[config.mk]
export PLATFORM = sky130hd
export DESIGN_NAME = int2float_pipe
export DESIGN_NICKNAME = d
export VERILOG_FILES = /design/src/rtl/int2float_pipe.sv
export SDC_FILE = /design/constraint.sdc
export NUM_CORES = 1
export LEC_CHECK = 0
export BUFFER_PORTS_ARGS = -buffer_cell sky130_fd_sc_hd__buf_2
export CAP_MARGIN = 25
export CORE_MARGIN = 2
export CORE_UTILIZATION = 56
export CTS_CLUSTER_DIAMETER = 50
export CTS_CLUSTER_SIZE = 16
export DETAILED_ROUTE_END_ITERATION = 16
export GPL_ROUTABILITY_DRIVEN = 0
export PLACE_DENSITY = 0.84
export SYNTH_ARGS = -nofsm -noshare
export SYNTH_HDL_FRONTEND = slang
export SYNTH_SLANG_ARGS = --single-unit
export TNS_END_PERCENT = 20
[constraint.sdc]
create_clock -name clk -period 2.7 [get_ports clk]
set_clock_uncertainty 0.1 [all_clocks]
set_input_delay 0.27 -clock clk [delete_from_list [all_inputs] [get_ports clk]]
set_output_delay 0.27 -clock clk [all_outputs]
set_load 0.01 [all_outputs]
[src/rtl/int2float_pipe.sv]
// int2float_pipe: 3-stage integer -> minifloat converter, valid/ready flow.
// Build option: define INT2FLOAT_ROUND_EN for RNE rounding + saturation.
//
// Ports:
//   clk, rst_n           clock, synchronous active-low reset
//   in_valid/in_ready    input handshake, in_data = IN_W-bit integer
//   out_valid/out_ready  output handshake
//   out_data             {sign (SIGNED only), exp[EXP_W], man[MAN_W]}
//   out_inexact          nonzero bits were discarded
//   out_ovf              rounding overflowed, result saturated
module int2float_pipe #(
   parameter int IN_W   = 11,
   parameter int EXP_W  = 3,
   parameter int MAN_W  = 4,
   parameter int SIGNED = 0
) (
   input  logic                          clk,
   input  logic                          rst_n,
   input  logic                          in_valid,
   output logic                          in_ready,
   input  logic [IN_W-1:0]               in_data,
   output logic                          out_valid,
   input  logic                          out_ready,
   output logic [SIGNED+EXP_W+MAN_W-1:0] out_data,
   output logic                          out_inexact,
   output logic                          out_ovf
);

   localparam int OW = SIGNED + EXP_W + MAN_W;
   localparam int PW = $clog2(IN_W);
   localparam int LW = IN_W - MAN_W + 1;

   logic s1_v_q, s2_v_q, out_valid_q;
   logic adv3, ld2, ld1;

   // A stage loads when empty or when its successor loads.
   assign adv3     = !out_valid_q | out_ready;
   assign ld2      = !s2_v_q | adv3;
   assign ld1      = !s1_v_q | ld2;
   assign in_ready = ld1;

   // S1: sign/magnitude and leading-one index
   logic            s1_sign_d, s1_sign_q;
   logic [IN_W-1:0] s1_mag_d, s1_mag_q;
   logic [PW-1:0]   s1_p_d, s1_p_q;

   always_comb begin
      s1_sign_d = 1'b0;
      s1_mag_d  = in_data;
      if (SIGNED != 0 && in_data[IN_W-1]) begin
         s1_sign_d = 1'b1;
         // -2^(IN_W-1) negates to itself, which reads correctly unsigned
         s1_mag_d  = -in_data;
      end
      s1_p_d = '0;
      for (int i = 0; i < IN_W; i++)
         if (s1_mag_d[i]) s1_p_d = PW'(i);
   end

   // S2: normalise, split mantissa / guard / sticky
   logic [IN_W-1:0]  norm;
   logic [LW-1:0]    low;
   logic             s2_sign_q;
   logic [EXP_W-1:0] s2_exp_d, s2_exp_q;
   logic [MAN_W-1:0] s2_man_d, s2_man_q;
   logic             s2_g_d, s2_g_q;
   logic             s2_st_d, s2_st_q;

   always_comb begin
      norm = s1_mag_q << (PW'(IN_W - 1) - s1_p_q);
      // two zero pads keep guard/sticky defined even when IN_W == MAN_W+1
      low  = LW'({norm, 2'b00});
      s2_exp_d = '0;
      s2_man_d = s1_mag_q[MAN_W-1:0];
      s2_g_d   = 1'b0;
      s2_st_d  = 1'b0;
      if (s1_p_q >= PW'(MAN_W)) begin
         s2_exp_d = EXP_W'(s1_p_q - PW'(MAN_W - 1));
         s2_man_d = norm[IN_W-2 -: MAN_W];
         s2_g_d   = low[LW-1];
         s2_st_d  = |low[LW-2:0];
      end
   end

   // S3: round and pack
   logic [EXP_W-1:0] e3;
   logic [MAN_W-1:0] m3;
   logic             ovf_d, inx_d;
   logic [OW-1:0]    data_d;
   logic [OW-1:0]    out_data_q;
   logic             out_inexact_q, out_ovf_q;
`ifdef INT2FLOAT_ROUND_EN
   logic             inc;
   logic [MAN_W:0]   msum;
   logic [EXP_W:0]   esum;
`endif

   always_comb begin
      inx_d = s2_g_q | s2_st_q;
`ifdef INT2FLOAT_ROUND_EN
      inc   = s2_g_q & (s2_st_q | s2_man_q[0]);
      msum  = {1'b0, s2_man_q} + (MAN_W+1)'(inc);
      esum  = {1'b0, s2_exp_q} + (EXP_W+1)'(msum[MAN_W]);
      e3    = esum[EXP_W-1:0];
      m3    = msum[MAN_W-1:0];
      // exp max is all ones, so overflow is exactly the carry-out bit
      ovf_d = esum[EXP_W];
      if (esum[EXP_W]) begin
         e3 = '1;
         m3 = '1;
      end
`else
      e3    = s2_exp_q;
      m3    = s2_man_q;
      ovf_d = 1'b0;
`endif
      data_d = OW'({s2_sign_q, e3, m3});
   end

   always_ff @(posedge clk) begin
      if (!rst_n) begin
         s1_v_q        <= 1'b0;
         s1_sign_q     <= 1'b0;
         s1_mag_q      <= '0;
         s1_p_q        <= '0;
         s2_v_q        <= 1'b0;
         s2_sign_q     <= 1'b0;
         s2_exp_q      <= '0;
         s2_man_q      <= '0;
         s2_g_q        <= 1'b0;
         s2_st_q       <= 1'b0;
         out_valid_q   <= 1'b0;
         out_data_q    <= '0;
         out_inexact_q <= 1'b0;
         out_ovf_q     <= 1'b0;
      end else begin
         if (ld1) s1_v_q <= in_valid;
         if (ld1 & in_valid) begin
            s1_sign_q <= s1_sign_d;
            s1_mag_q  <= s1_mag_d;
            s1_p_q    <= s1_p_d;
         end
         if (ld2) s2_v_q <= s1_v_q;
         if (ld2 & s1_v_q) begin
            s2_sign_q <= s1_sign_q;
            s2_exp_q  <= s2_exp_d;
            s2_man_q  <= s2_man_d;
            s2_g_q    <= s2_g_d;
            s2_st_q   <= s2_st_d;
         end
         if (adv3) out_valid_q <= s2_v_q;
         if (adv3 & s2_v_q) begin
            out_data_q    <= data_d;
            out_inexact_q <= inx_d;
            out_ovf_q     <= ovf_d;
         end
      end
   end

   assign out_valid   = out_valid_q;
   assign out_data    = out_data_q;
   assign out_inexact = out_inexact_q;
   assign out_ovf     = out_ovf_q;

endmodule

### Word level (Yosys, flattened, before mapping)

Cells that the tools add are included.

| storage, ports and cells | value |
|---|---|
| register bits | 35 |
| output and inout bits | 11 |

| cells by class | value |
|---|---|
| bitwise operators | 7 |
| $add $sub $neg | 2 |
| magnitude comparators | 1 |
| shift operators | 1 |
| muxes and demuxes | 14 |
| reduce and logical (&&, ||, !) cells | 4 |

Operators by type and width:

| cell | count |
|---|---|
| $mux W4 | 10 |
| $shl A11 B4 Y10 | 1 |
| $reduce_or A5 Y1 | 1 |
| $ge A4 B3 Y1 const B | 1 |
| $or A1 B1 Y1 | 4 |
| $sub A4 B4 Y4 const A | 1 |
| $and A1 B1 Y1 | 3 |
| $logic_not A1 Y1 | 3 |
| $mux W1 | 3 |
| $mux W3 | 1 |
| $sub A3 B2 Y3 const B | 1 |

### Longest topological paths before layout

| depth | value |
|---|---|
| depth after elaboration | 10 |
| gate-level depth with buffers | 10 |
| gate-level depth less buffers | 7 |

### Worst setup path before layout

OpenSTA, ideal clock, no wires.

| timing | value |
|---|---|
| kind | flip-flop to flip-flop |
| start | register s1_p_q[0] |
| end | register s2_man_q[1] (netlist: m3[1]) |
| arrival time | 2138 ps |
| slack | 392 ps |
| stages on the path, launching flop included | 11 |
| path through | dfxtp_1 > buf_2 > inv_1 > ha_1 > buf_4 > buf_4 > mux2i_1 > mux4_2 > nor2_1 > a21oi_1 > a21oi_1 |

| between the ends | value |
|---|---|
| longest elaborated chain between the ends | 3 |
| elaborated cells between the ends (all ways) | 4 |

RTL lines:

| item | RTL line | text |
|---|---|---|
| from (decl) | 45 | `logic [PW-1:0] s1_p_d, s1_p_q;` |
| from (signal assigned) | 141 | `s1_p_q <= s1_p_d;` |
| $sub A4 B4 Y4 | 70 | `norm = s1_mag_q << (PW'(IN_W - 1) - s1_p_q);` |
| $shl A11 B4 Y10 | 70 |  |
| $mux W4 * | 77 | `if (s1_p_q >= PW'(MAN_W)) begin` |
| to (signal assigned) | 147 | `s2_man_q <= s2_man_d;` |
| to (decl) | 65 | `logic [MAN_W-1:0] s2_man_d, s2_man_q;` |

Mark *: on every way between the ends. The rest lies on a longest branch, timed or not.
A chain may end at the register's enable or synchronous reset.

### Worst setup path after layout

| timing | value |
|---|---|
| start | register s1_p_q[1] |
| end | register s2_st_q |

| between the ends | value |
|---|---|
| longest elaborated chain between the ends | 4 |
| elaborated cells between the ends (all ways) | 5 |

RTL lines:

| item | RTL line | text |
|---|---|---|
| $sub A4 B4 Y4 | 70 |  |
| $shl A11 B4 Y10 | 70 |  |
| $reduce_or A5 Y1 | 81 | `s2_st_d = \|low[LW-2:0];` |
| $mux W1 * | 77 |  |
| to (signal assigned) | 149 | `s2_st_q <= s2_st_d;` |
| to (decl) | 67 | `logic s2_st_d, s2_st_q;` |

Marked as above.

==> impl_metrics.py <==
metrics = {
    "power": {
        "powerDensity_nw_per_um2": 505.2,
        "peakVddDrop_v": 0.0003915,
        "leakagePower_nw": 0.8548,
    },
    "sta": {
        "min_period_over_period_pct": 84.31,
        "relSlewSlack_pct": 63.95,
        "tightest_slew_ps": 540.8,
        "setup_viol": 0,
        "max_freq_ghz": 0.4393,
        "rsz0062_at_grt": "no",
        "min_period_ps": 2276,
        "tns_ps": 0,
        "hold_viol": 0,
        "slew_viol_final": 0,
    },
    "worst_setup_path": {
        "worst_ep_required_time_ps": 2830,
        "start_kind": "flip-flop",
        "worstPathCellList": "inv_1 > ha_1 > buf_4 > inv_1 > or3_1 > a21oi_1 > a2bb2oi_1 > o21ai_0",
        "r2r_cells": 8,
        "cpPeakStageDelay_ps": 500,
        "crit_type": "reg -> reg",
        "crit_path_max_fanout": 8,
        "crit_arrival_ps": 2400,
        "cp_slowest_cell": "ha_1",
        "endpoint_kind": "flip-flop",
        "cpMostUsedCell": "inv_1",
    },
    "clock_tree": {
        "post_cts_resized": 0,
        "clk_pin_slew_ps": 100,
        "cts_sinks": 34,
        "clock-root-buffer": "clkbuf_4",
        "cts_buffers": 5,
        "clk_path_buf_depth": 2,
        "h-tree-depth": 2,
        "cts_setup_buffers": 0,
        "clock_latency_ps": 340,
        "cts_tree": "yes",
        "cts.hold.buffers_added": 0,
    },
    "global_routing": {
        "gr-usage-all-layers_pct": 23.31,
        "grt_max_degree": 24,
        "grt_overflow": 0,
        "antenna_found_initial": 0,
        "grt_pass1_vias": 1441,
        "grt_first_pass_wirelength_um": 6334,
    },
    "final_layout": {
        "antenna_cells": 0,
        "stdcell_count": 280,
        "final_nets": 252,
        "area_growth_pct": 10.67,
        "utilization_pct": 65.37,
        "layout-drive-gt1-share_pct": 18.22,
    },
    "die": {
        "core_um2": 3078,
        "die_y_um": 60.98,
        "std_cell_rows": 20,
        "die_area_um2": 3718,
        "io_pins": 26,
        "die_x_um": 60.98,
        "start_util_pct": 59.07,
    },
    "synthesis": {
        "synth-edff-count": 0,
        "syn_inst": 214,
        "synth_fa_ha_area_share_pct": 1.376,
        "synth_area_um2": 1818,
        "ys_dominant_reg_cell": "dfxtp_1",
        "synth_top_family_by_area": "simple AND/OR/NAND/NOR gates",
        "synth_compound_area_share_pct": 18.10,
        "ys_warn_count": 0,
        "synth_common_cells": "dfxtp_1, nand2_1, a21oi_1",
        "synthesis.nets": 231,
        "yosysSeqAreaShare_pct": 37.44,
        "synth-xor-area-share_pct": 1.376,
        "yosysTopAreaCell": "dfxtp_1",
        "syn_area_per_cell_um2": 8.495,
        "ys_top_cells_by_area": "dfxtp_1, mux2i_1, nand2_1",
        "async_flop_share_pct": 0,
        "yosys_register_bits": 34,
        "muxShareOfSynthArea_pct": 15.62,
        "synth_top_area_share_pct": 37.44,
        "yosys.area_share.simple_pct": 20.92,
        "synth.distinct_cells": 40,
    },
    "min_path": {
        "holdCritPathClass": "in -> reg",
        "hold_depth": 3,
    },
    "detailed_routing": {
        "num_vias": 1544,
        "drcViolationCount": 0,
        "wirelength_um": 3778,
        "wl_per_cell_um": 13.49,
        "drt_iter0_drc": 52,
        "postRouteAntennaNets": 0,
        "drt_pass1_iterations": 4,
        "viasPerCell": 5.514,
    },
    "outcome": {
        "outcome": "finished clean",
    },
    "placement": {
        "dp_hpwl_um": 2819,
        "placed_cells": 272,
        "io_buffers": 24,
    },
    "job": {
        "maxCapViolCount": 0,
    },
}
[critical path, delay by kind of cell, from the launching register on]
kind / cells / cell delay, ps
adders and majority gates: 1 / 500
DFF: 1 / 390
AOI/OAI and AO/OA: 3 / 440
buffers and inverters: 3 / 400
and+or+nand+nor: 1 / 340
[stage by stage]
stage / area (um^2) / hold WS (ps) / power, mW / setup WS (ps)
2_1_floorplan: 1818 / 299.5 / 0.6830 / 392.2
3_3_place_gp: 1952 / 363.9 / 0.7223 / 538.2
3_5_place_dp: 1952 / 369.8 / 0.7285 / 448.4
4_1_cts: 2012 / 56.61 / 1.016 / 421.2
5_1_grt: 2012 / 55.72 / 1.062 / 284.5
6_report: 2012 / 58.05 / 1.016 / 423.7
[sequential cells by signal, indices dropped and copies added, names as in the netlist]
| signal | count |
|---|---|
| s1_p_q | 4 |
| s2_g_q | 1 |
| s2_st_q | 1 |
| s1_mag_q | 10 |
| e3 | 3 |
| s1_v_q | 1 |
| out_valid | 1 |
| s2_v_q | 1 |
| out_data | 7 |
| out_inexact | 1 |
| m3 | 4 |
[layout make-up]
| type | instances | area [um^2] |
|---|---|---|
| timing repair buffer | 27 | 142.6 |
| sequential | 34 | 680.7 |
| tap | 44 | 55.05 |
| inverter | 7 | 26.28 |
| clock inverter | 1 | 5.005 |
| fill | 277 | 1066 |
| multi-input combinational | 160 | 1047 |
| clock buffer | 7 | 55.05 |
[cells by family after synthesis]
kind of cell,after synthesis
simple gates,80
compound gates,52
other cells,1
buf+inv,20
flops,34
mux,23
fa+ha+maj,2
xor+xnor,2
[report_power, final]
part	total, mW	leakage, nW	internal (mW)	switching, mW
combinational	0.176	0.541	0.0800	0.0956
clock	0.297	0.0353	0.126	0.171
sequential	0.543	0.278	0.523	0.0206
total	1.02	0.855	0.729	0.287
[final timing paths]
| check | startpoint | end | slack, ps |
|---|---|---|---|
| worst min-delay path | in_data[0] | s1_mag_q[0] | 60 |
| worst max-delay path | s1_p_q[1] | s2_st_q | 420 |
| worst min register to register | m3[3] | m3[3] | 380 |
| worst max register to register | s1_p_q[1] | s2_st_q | 420 |
[layer usage]
metal	GRT usage [%]	wire length, um
met5	0	0
met4	9.938	108
met3	5.757	158
met2	38.25	1809
met1	29.22	1703
[cell usage in the layout, fill, tap and decap left out, types with 2 or more instances in the layout]
master	netlist	final
a211o_1	2	2
mux2i_1	16	16
dfxtp_1	34	34
inv_1	7	7
nor2b_1	12	12
ha_1	2	2
mux2_2	3	3
mux4_2	4	4
nand3_1	5	5
nor2_1	11	11
a211oi_1	2	2
buf_2	3	24
o211ai_1	3	3
nor3_1	6	6
o21ai_0	8	8
nand2b_1	3	3
a31oi_1	2	2
nand2_1	34	34
buf_4	3	3
or3_1	2	2
a21boi_0	8	8
nand3b_1	2	2
clkbuf_4	0	5
a21oi_1	19	19
(Power assumes the default switching activity.)
